`src/rtl/uart_rx_fifo_if.sv`:
```
// Sensor-side drain handshake for uart_rx_fifo: head word, valid, ready.
interface uart_rx_fifo_if #(
  parameter int DATA_WIDTH = 8
);
  logic [DATA_WIDTH-1:0] sensor_data;
  logic                  sensor_valid;
  logic                  sensor_ready;

  modport master (output sensor_data, output sensor_valid, input sensor_ready);
  modport slave  (input sensor_data, input sensor_valid, output sensor_ready);
endinterface

```
`src/rtl/uart_rx_fifo.sv`:
```
// UART receiver with optional parity, 1/2 stop bits, false-start rejection,
// sticky error flags and a first-word-fall-through receive FIFO.
module uart_rx_fifo #(
  parameter int DATA_WIDTH  = 8,
  parameter int BAUD_RATE   = 115200,
  parameter int CLK_FREQ    = 100_000_000,
  parameter int FIFO_DEPTH  = 4,
  parameter int PARITY_EN   = 0,
  parameter int PARITY_ODD  = 0,
  parameter int STOP_BITS   = 1
) (
  input  logic                        clk,
  input  logic                        rst,
  input  logic                        rx_sig,
  uart_rx_fifo_if.master              sensor,
  output logic [$clog2(FIFO_DEPTH):0] fifo_count,
  output logic                        frame_err,
  output logic                        parity_err,
  output logic                        overrun,
  input  logic                        err_clr
);
  localparam int PULSE_WIDTH = CLK_FREQ / BAUD_RATE;
  localparam int CNT_W       = $clog2(PULSE_WIDTH) + 1;
  localparam int PTR_W       = $clog2(FIFO_DEPTH);
  localparam int BIT_W       = $clog2(DATA_WIDTH) + 1;

  localparam logic [CNT_W-1:0] HALF_BIT  = CNT_W'(PULSE_WIDTH / 2);
  localparam logic [CNT_W-1:0] FULL_BIT  = CNT_W'(PULSE_WIDTH);
  localparam logic [BIT_W-1:0] LAST_DATA = BIT_W'(DATA_WIDTH - 1);
  localparam logic [BIT_W-1:0] LAST_STOP = BIT_W'(STOP_BITS - 1);
  localparam logic [PTR_W:0]   DEPTH     = (PTR_W + 1)'(FIFO_DEPTH);
  localparam logic             ODD       = (PARITY_ODD != 0);

  localparam logic [2:0] ST_IDLE   = 3'd0;
  localparam logic [2:0] ST_START  = 3'd1;
  localparam logic [2:0] ST_DATA   = 3'd2;
  localparam logic [2:0] ST_PARITY = 3'd3;
  localparam logic [2:0] ST_STOP   = 3'd4;

  logic                  rx_s1, rx_s2, rx_prev;
  logic [2:0]            state;
  logic [CNT_W-1:0]      cnt;
  logic [BIT_W-1:0]      bit_idx;
  logic [DATA_WIDTH-1:0] shreg;
  logic                  par_bad, frm_bad;

  logic [DATA_WIDTH-1:0] mem [FIFO_DEPTH];
  logic [PTR_W-1:0]      wr_ptr, rd_ptr;

  logic fall, tick, commit, frame_bad_now, good, pop, full, push;
  logic set_frm, set_par, set_ovr;

  assign fall          = rx_prev & ~rx_s2;
  assign tick          = (cnt == CNT_W'(1));
  assign commit        = (state == ST_STOP) && tick && (bit_idx == LAST_STOP);
  assign frame_bad_now = frm_bad | ~rx_s2;
  assign good          = commit & ~frame_bad_now & ~par_bad;
  assign pop           = sensor.sensor_valid & sensor.sensor_ready;
  assign full          = (fifo_count == DEPTH);
  assign push          = good & (~full | pop);
  assign set_ovr       = good & full & ~pop;
  assign set_frm       = commit & frame_bad_now;
  assign set_par       = commit & ~frame_bad_now & par_bad;

  // Synchroniser stage; flops idle high so reset never looks like a start edge
  always_ff @(posedge clk or posedge rst) begin
    if (rst) begin
      rx_s1   <= 1'b1;
      rx_s2   <= 1'b1;
      rx_prev <= 1'b1;
    end else begin
      rx_s1   <= rx_sig;
      rx_s2   <= rx_s1;
      rx_prev <= rx_s2;
    end
  end

  // Frame FSM stage: mid-bit sampling off a down-counter that expires at 1
  always_ff @(posedge clk or posedge rst) begin
    if (rst) begin
      state   <= ST_IDLE;
      cnt     <= '0;
      bit_idx <= '0;
      par_bad <= 1'b0;
      frm_bad <= 1'b0;
    end else if (state == ST_IDLE) begin
      if (fall) begin
        cnt     <= HALF_BIT;
        bit_idx <= '0;
        par_bad <= 1'b0;
        frm_bad <= 1'b0;
        state   <= ST_START;
      end
    end else begin
      cnt <= tick ? FULL_BIT : cnt - CNT_W'(1);
      if (tick) begin
        case (state)
          ST_START: state <= rx_s2 ? ST_IDLE : ST_DATA;
          ST_DATA: begin
            if (bit_idx == LAST_DATA) begin
              bit_idx <= '0;
              state   <= (PARITY_EN != 0) ? ST_PARITY : ST_STOP;
            end else begin
              bit_idx <= bit_idx + BIT_W'(1);
            end
          end
          ST_PARITY: begin
            par_bad <= ((^shreg) ^ rx_s2) != ODD;
            state   <= ST_STOP;
          end
          ST_STOP: begin
            if (!rx_s2) frm_bad <= 1'b1;
            if (bit_idx == LAST_STOP) state <= ST_IDLE;
            else bit_idx <= bit_idx + BIT_W'(1);
          end
          default: state <= ST_IDLE;
        endcase
      end
    end
  end

  always_ff @(posedge clk) begin
    if ((state == ST_DATA) && tick) shreg <= {rx_s2, shreg[DATA_WIDTH-1:1]};
  end

  // FIFO stage: storage unreset, output gated so an empty FIFO reads zero
  always_ff @(posedge clk) begin
    if (push) mem[wr_ptr] <= shreg;
  end

  always_ff @(posedge clk or posedge rst) begin
    if (rst) begin
      wr_ptr     <= '0;
      rd_ptr     <= '0;
      fifo_count <= '0;
    end else begin
      if (push) wr_ptr <= wr_ptr + PTR_W'(1);
      if (pop)  rd_ptr <= rd_ptr + PTR_W'(1);
      case ({push, pop})
        2'b10:   fifo_count <= fifo_count + (PTR_W + 1)'(1);
        2'b01:   fifo_count <= fifo_count - (PTR_W + 1)'(1);
        default: fifo_count <= fifo_count;
      endcase
    end
  end

  assign sensor.sensor_valid = (fifo_count != '0);
  assign sensor.sensor_data  = sensor.sensor_valid ? mem[rd_ptr] : '0;

  // Sticky flag stage: a fresh error wins over a same-cycle clear
  always_ff @(posedge clk or posedge rst) begin
    if (rst) begin
      frame_err  <= 1'b0;
      parity_err <= 1'b0;
      overrun    <= 1'b0;
    end else begin
      frame_err  <= (frame_err  & ~err_clr) | set_frm;
      parity_err <= (parity_err & ~err_clr) | set_par;
      overrun    <= (overrun    & ~err_clr) | set_ovr;
    end
  end
endmodule

```
`src/flat_wrapper.sv`:
```
// flat-port wrapper written by rule: the top's interface ports become plain ports
module uart_rx_fifo_flat 
#(
  parameter int DATA_WIDTH  = 8,
  parameter int BAUD_RATE   = 115200,
  parameter int CLK_FREQ    = 100_000_000,
  parameter int FIFO_DEPTH  = 4,
  parameter int PARITY_EN   = 0,
  parameter int PARITY_ODD  = 0,
  parameter int STOP_BITS   = 1
)
  (clk, rst, rx_sig, fifo_count, frame_err, parity_err, overrun, err_clr, sensor_sensor_data, sensor_sensor_valid, sensor_sensor_ready);
  uart_rx_fifo_if #(.DATA_WIDTH(DATA_WIDTH)) sensor_i ();
  input  logic clk;
  input  logic rst;
  input  logic rx_sig;
  output logic [$clog2(FIFO_DEPTH):0] fifo_count;
  output logic frame_err;
  output logic parity_err;
  output logic overrun;
  input  logic err_clr;
  output wire logic [$bits(sensor_i.sensor_data)-1:0] sensor_sensor_data;
  output wire logic [$bits(sensor_i.sensor_valid)-1:0] sensor_sensor_valid;
  input wire logic [$bits(sensor_i.sensor_ready)-1:0] sensor_sensor_ready;
  assign sensor_sensor_data = sensor_i.sensor_data;
  assign sensor_sensor_valid = sensor_i.sensor_valid;
  assign sensor_i.sensor_ready = sensor_sensor_ready;
  uart_rx_fifo #(.DATA_WIDTH(DATA_WIDTH), .BAUD_RATE(BAUD_RATE), .CLK_FREQ(CLK_FREQ), .FIFO_DEPTH(FIFO_DEPTH), .PARITY_EN(PARITY_EN), .PARITY_ODD(PARITY_ODD), .STOP_BITS(STOP_BITS)) u_core (.clk(clk), .rst(rst), .rx_sig(rx_sig), .sensor(sensor_i), .fifo_count(fifo_count), .frame_err(frame_err), .parity_err(parity_err), .overrun(overrun), .err_clr(err_clr));
endmodule
```
`config.mk`:
```
export PLATFORM = sky130hd
export DESIGN_NAME = uart_rx_fifo_flat
export DESIGN_NICKNAME = d
export VERILOG_FILES = /design/src/rtl/uart_rx_fifo_if.sv /design/src/rtl/uart_rx_fifo.sv /design/src/flat_wrapper.sv
export SDC_FILE = /design/constraint.sdc
export NUM_CORES = 1
export LEC_CHECK = 0
export BUFFER_PORTS_ARGS = -buffer_cell sky130_fd_sc_hd__buf_4
export CORE_MARGIN = 4
export CORE_UTILIZATION = 45
export DETAILED_ROUTE_END_ITERATION = 12
export GPL_TIMING_DRIVEN = 0
export SLEW_MARGIN = 15
export SYNTH_ARGS = -nofsm -noshare
export SYNTH_HDL_FRONTEND = slang
export SYNTH_SLANG_ARGS = --single-unit
```
`constraint.sdc`:
```
create_clock -name clk -period 4.2 [get_ports clk]
set_input_delay 0.84 -clock clk [delete_from_list [all_inputs] [get_ports clk]]
set_output_delay 0.84 -clock clk [all_outputs]
set_load 0.03 [all_outputs]
```
==> results by group, run 1 <==
STA
  – RSZ-0062 raised after global routing: false
  – Max-slew violation count: 0
  – Finish-stage setup viols: 0
  – Final Hold Fails: 0
  – Setup TNS: 0 ps
  – Final worst-path cycle share: 0.718
  – Max Clk Rate: 332 MHz
  – Max_slew headroom: 0.281
  – Hold Slack: 359 ps
  – Skew final: 10.1 ps
  – Minimum clock period: 3010 ps
  – Worst-Margin Slew: 1070 ps

Clock tree
  – Clk Latency, worst-skew pair: 350 ps
  – Setup Fix Bufs, Post-CTS: 0
  – Clk pin slew, worst setup/hold paths: 80 ps
  – Cts bufs inserted: 9
  – Hold buffers post-CTS: 0
  – CTS tree: built
  – Post-cts resize count: 0
  – H-tree Lvls: 3
  – Clock Tree Buf Depth: 2
  – Clk sinks: 73
  – Root buf cell: clkbuf_8

Final layout
  – N_diodes: 0
  – Area growth, synth to finish: 13.5%
  – Share of cells above drive strength 1: 0.204
  – Post-layout util: 0.525
  – # nets final: 337

Yosys
  – Synth cell types: 54
  – Area share of the largest cell type after synthesis: 0.338
  – Syn Inst Count: 293
  – Seq/Total Area, Yosys: 0.571
  – Cell taking the most area after synthesis: edfxtp_1
  – Syn. warnings: 0
  – Synth top area cells: edfxtp_1 (34%), dfrtp_1 (21%), mux4_2 (5.1%), ha_1 (2.8%), o21ai_0 (2.8%)
  – Mean Syn Cell Area: 12.1 sq um
  – Number of flops mapped to enable cells by yosys: 40
  – Syn Std Cell Area: 3550 sq um
  – Synthesized net count: 307
  – Top_reg_cell synth: edfxtp_1
  – #FFs+latches synth: 73
  – Post-synth ARST share: 0.452

Critical path
  – CP bufs+invs: 2
  – Startpoint Class: register
  – Maximum fanout along the worst path: 10
  – Crit. End Element: primary output
  – Crit path max-delay family: buffers and inverters
  – Slowest stage delay, CP: 590 ps
  – Crit-path cells: clkbuf_1 > mux4_2 > and2_1 > buf_4
  – WP data required: 3360 ps
  – Critical Path AT: 2170 ps
  – Setup CP Type: reg -> out
  – Crit path max-delay cell type: mux4_2

Global route
  – First-pass GRT wire length: 11100 microns
  – Global route total overflow: 0
  – Largest net degree at the start of global routing: 34
  – Initial antenna violation count: 0
  – GRT Overall Usage: 0.147
  – Vias in the first global route: 2246

Drt
  – DR iter-0 viols: 81
  – Via count: 2279
  – Vias per inst: 5.30
  – DRC Markers: 0
  – Final wirelength: 6430 microns
  – Pre-antenna DRT Iters: 4
  – Routed len/inst: 14.9 microns
  – Routed Antenna Nets: 0

Job
  – Maxcap violations: 0

Floorplan
  – Area of the die: 9380 sq um
  – # rows: 32
  – Die Width: 96.9 microns
  – Die height: 96.9 microns
  – CORE AREA: 7690 sq um
  – I/O pin count: 20
  – Initial Util: 0.462

Worst hold path
  – Tightest Hold Check Type: reg -> reg

Power and ir drop
  – Peak supply drop: 0.261 mV
  – Leak Pwr: 1.48 nW
  – Pwr/cell area: 581 nW/um^2

Placement
  – Port Buffers: 19
  – DP Wirelength: 4430 microns
  – Final GP Congestion: 0.795

Run status
  – Status: completed
[per-layer routing]
| metal | vias up | global-route usage | part of all wire |
|---|---|---|---|
| li1 | 1137 | - | - |
| met1 | 1100 | 0.199 | 0.47 |
| met2 | 32 | 0.226 | 0.49 |
| met3 | 10 | 0.0296 | 0.027 |
| met4 | 0 | 0.0734 | 0.018 |
| met5 | - | 0 | 0 |
[cells in the final DEF, fill, tap and decap left out, types with 4 or more instances in the layout]
cell type	count
edfxtp_1	40
dfrtp_1	30
nor2_1	26
o21ai_0	20
buf_4	19
nand2_1	17
inv_1	14
nand3_1	10
xnor2_1	10
and2_1	10
clkbuf_1	9
clkbuf_8	9
a21oi_1	8
mux4_2	8
ha_1	8
mux2i_1	6
nor3_1	6
nand4_1	4
or2_2	4
o31ai_1	4
and3_1	4
[Yosys cell counts (6+ instances only)]
library cell and n:
edfxtp_1 40, dfrtp_1 30, nor2_1 26, o21ai_0 20
nand2_1 17, inv_1 15, and2_1 10, nand3_1 10
xnor2_1 10, clkbuf_1 9, a21oi_1 8, ha_1 8
mux4_2 8, mux2i_1 6, nor3_1 6
[worst register-to-register path: cells and delay by family, from the launching register on]
family          cells  cell delay [ps]
mux                 1              100
flops               1              420
buf+inv             2              280
fa+ha+maj           2              570
simple gates        5             1370
compound gates      1              100
[sequential cells by signal, indices dropped and copies added (netlist names)]
signal             cells
u_core.mem            32
u_core.frame_err       1
u_core.wr_ptr          2
u_core.cnt            11
u_core.overrun         1
u_core.state           3
u_core.fifo_count      3
u_core.par_bad         1
u_core.rd_ptr          2
u_core.rx_s2           1
u_core.rx_prev         1
u_core.shreg           8
u_core.parity_err      1
u_core.frm_bad         1
u_core.bit_idx         4
u_core.rx_s1           1
[cells by family (layout without fill, tap and decap cells)]
| family | Yosys count | after routing | share of synthesized area |
|---|---|---|---|
| adder cells (fa/ha/maj) | 9 | 9 | 0.0338 |
| multiplexers | 14 | 14 | 0.0676 |
| buffers and inverters | 27 | 62 | 0.0310 |
| AO/OA/AOI/OAI | 52 | 52 | 0.0943 |
| XOR/XNOR | 12 | 12 | 0.0296 |
| flip-flops | 73 | 73 | 0.571 |
| AND/OR/NAND/NOR | 106 | 106 | 0.172 |
[final timing paths]
check	cells past startpoint	endpoint	slack, ps	from
max	4	sensor_sensor_data[7]	1190	u_core.rd_ptr[0]$_DFFE_PP0N_
min	0	u_core.rx_s2$_DFF_PP1_	360	u_core.rx_s1$_DFF_PP1_
max reg2reg	11	u_core.fifo_count[1]$_DFFE_PP0P_	1270	u_core.cnt[1]$_DFFE_PP0P_
min reg2reg	0	u_core.rx_s2$_DFF_PP1_	360	u_core.rx_s1$_DFF_PP1_
max in group asynchronous	2	u_core.frm_bad$_DFFE_PP0P_	3120	rst
min in group asynchronous	2	u_core.cnt[9]$_DFFE_PP0P_	610	rst
[final cells by class]
cell class | count | area [sq um]
inverter | 15 | 56.3
clock buffer | 9 | 124
buffer | 12 | 53.8
sequential | 73 | 2030
fill | 698 | 3650
clock inverter | 7 | 85.1
timing repair buffer | 19 | 143
multi-input combinational | 193 | 1410
tap | 102 | 128
[where the power goes]
group	internal [mW]	switching (mW)	leakage [nW]
logic	0.351	0.465	0.632
registers	0.839	0.110	0.746
clock network	0.287	0.292	0.100
[stage by stage]
step / std cells / worst slack (ps) / area (sq um) / power (mW)
after floorplan: 293 / 1370 / 3550 / 1.56
after global placement: 414 / 1080 / 3820 / 1.78
after detailed placement: 414 / 1090 / 3820 / 1.79
after CTS: 430 / 1110 / 4030 / 2.37
after global routing: 430 / 971 / 4030 / 2.51
final: 430 / 1190 / 4030 / 2.34
No activity file was read; power rests on OpenSTA's default activity.
==> run 2: changes to the inputs <==
- clock period: 4.2 -> 3 ns (I/O delays scaled with it)
==> results by group, run 2 (synthesized netlist as in run 1, its figures left out) <==
STA
  – Worst-Margin Slew: 757 ps
  – Max Clk Rate: 350 MHz
  – Final Hold Fails: 0
  – Max-slew violation count: 0
  – Setup TNS: 0 ps
  – Hold Slack: 356 ps
  – Final worst-path cycle share: 0.952
  – RSZ-0062 raised after global routing: false
  – Minimum clock period: 2860 ps
  – Skew final: 10.3 ps
  – Max_slew headroom: 0.496
  – Finish-stage setup viols: 0

Power and ir drop
  – Pwr/cell area: 815 nW/um^2
  – Gate power share: 0.354
  – Switch share: 0.369
  – Sequential power share: 0.402
  – Pint: 2.09 mW
  – Peak supply drop: 0.379 mV
  – Psw: 1.22 mW
  – Clock power frac: 0.244
  – Leak Pwr: 1.49 nW

Final layout
  – Most common cell after layout, fill and taps aside: edfxtp_1
  – N_diodes: 0
  – Top reg by flops: u_core.mem
  – Most frequent cells in the layout: edfxtp_1 (40), dfrtp_1 (29), nor2_1 (26)
  – Area growth, synth to finish: 14.5%
  – Max reg flops: 32
  – Biggest regs: u_core.mem: 32 flops, u_core.cnt: 11 flops, u_core.shreg: 8 flops
  – Share of cells above drive strength 1: 0.218
  – # nets final: 339
  – Final std cells w/o fill: 432

Drt
  – Routed len/inst: 14.9 microns
  – Final wirelength: 6430 microns
  – Pre-antenna DRT Iters: 4
  – DRC Markers: 0
  – Via count: 2284
  – Routed Antenna Nets: 0
  – DR iter-0 viols: 82
  – Vias per inst: 5.29

Floorplan
  – Area of the die: 9380 sq um
  – Initial Util: 0.462
  – # rows: 32
  – Die height: 96.9 microns
  – Die Width: 96.9 microns
  – CORE AREA: 7690 sq um
  – I/O pin count: 20

Clock tree
  – Hold buffers post-CTS: 0
  – Clk sinks: 73
  – Clk pin slew, worst setup/hold paths: 90 ps
  – Clk Latency, worst-skew pair: 350 ps
  – Root buf cell: clkbuf_8
  – Cts bufs inserted: 9
  – CTS tree: built
  – H-tree Lvls: 3
  – Clock Tree Buf Depth: 2

Critical path
  – Setup CP Type: reg -> reg
  – Maximum fanout along the worst path: 10
  – Slowest stage delay, CP: 460 ps
  – Startpoint Class: register
  – Crit path max-delay family: simple AND/OR/NAND/NOR gates
  – Crit. End Element: register
  – Crit-path cells: ha_1 > nor4b_4 > nand3_2 > buf_6 > nor3_4 > or2_2 > fa_1 > or2_2 > or3_2 > nand3_1 > nand3_1
  – WP data required: 3240 ps
  – Critical Path AT: 3090 ps
  – Crit path max-delay cell type: dfrtp_2
  – CP bufs+invs: 1

Placement
  – Final GP Congestion: 0.795
  – Dpl cells: 414
  – Port Buffers: 19
  – DP Wirelength: 4430 microns

Global route
  – Global route total overflow: 0
  – Vias in the first global route: 2246
  – Largest net degree at the start of global routing: 34
  – Initial antenna violation count: 0
  – GRT Overall Usage: 0.147
  – First-pass GRT wire length: 11100 microns

Worst hold path
  – Tightest Hold Check Type: in -> reg

Job
  – Maxcap violations: 0

Run status
  – Status: completed
[run 2: metal layers]
layer / up-vias / GRT usage / share of wire
li1: 1141 / - / -
met1: 1109 / 0.199 / 0.48
met2: 26 / 0.226 / 0.49
met3: 8 / 0.0296 / 0.022
met4: 0 / 0.0734 / 0.014
met5: - / 0 / 0
[run 2: path summary, 6_finish.rpt]
| path | startpoint | to | slack (ps) | depth (start not counted) |
|---|---|---|---|---|
| min reg2reg | u_core.rx_s1$_DFF_PP1_ | u_core.rx_s2$_DFF_PP1_ | 360 | 0 |
| min in group asynchronous | rst | u_core.cnt[9]$_DFFE_PP0P_ | 370 | 2 |
| max | u_core.cnt[0]$_DFFE_PP0P_ | u_core.fifo_count[2]$_DFFE_PP0P_ | 140 | 11 |
| max reg2reg | u_core.cnt[0]$_DFFE_PP0P_ | u_core.fifo_count[2]$_DFFE_PP0P_ | 140 | 11 |
| min | rx_sig | u_core.rx_s1$_DFF_PP1_ | 360 | 1 |
| max in group asynchronous | rst | u_core.cnt[0]$_DFFE_PP0P_ | 2130 | 2 |
[run 2: worst reg2reg max path, cell delays in order, from the launching register on]
cell and delay [ps]:
dfrtp_2 460, ha_1 210, nor4b_4 150, nand3_2 130, buf_6 160, nor3_4 80, or2_2 300, fa_1 410
or2_2 300, or3_2 410, nand3_1 90, nand3_1 60
[run 2: power groups by stage]
stage               Combinational, mW  Clock [mW]  Sequential [mW]
global placement                 1.15           0             1.34
floorplan                       0.830           0             1.35
global route                     1.30       0.888             1.36
finish                           1.17       0.810             1.33
CTS                              1.16       0.832             1.33
detailed placement               1.15           0             1.35
[run 2: timing repair]
item | in CTS | in global routing
gates resized for setup | 0 | 4
setup endpoints to repair | 0 | 10
buffers inserted | 0 | 2
[run 2: layout make-up]
class / instances / area, sq um
clock inverter: 7 / 85.1
sequential: 73 / 2030
clock buffer: 9 / 124
inverter: 15 / 56.3
multi-input combinational: 193 / 1430
timing repair buffer: 21 / 158
tap: 102 / 128
fill: 690 / 3620
buffer: 12 / 53.8
[run 2: per-stage QoR]
stage           util  power, mW  cell area, sq um  setup slack (ps)
2_1_floorplan      -       2.18              3550               305
3_3_place_gp   0.498       2.49              3820              50.4
3_5_place_dp   0.498       2.50              3820              52.9
4_1_cts        0.525       3.32              4030              31.8
5_1_grt        0.529       3.55              4070              3.55
6_report       0.529       3.31              4070               143
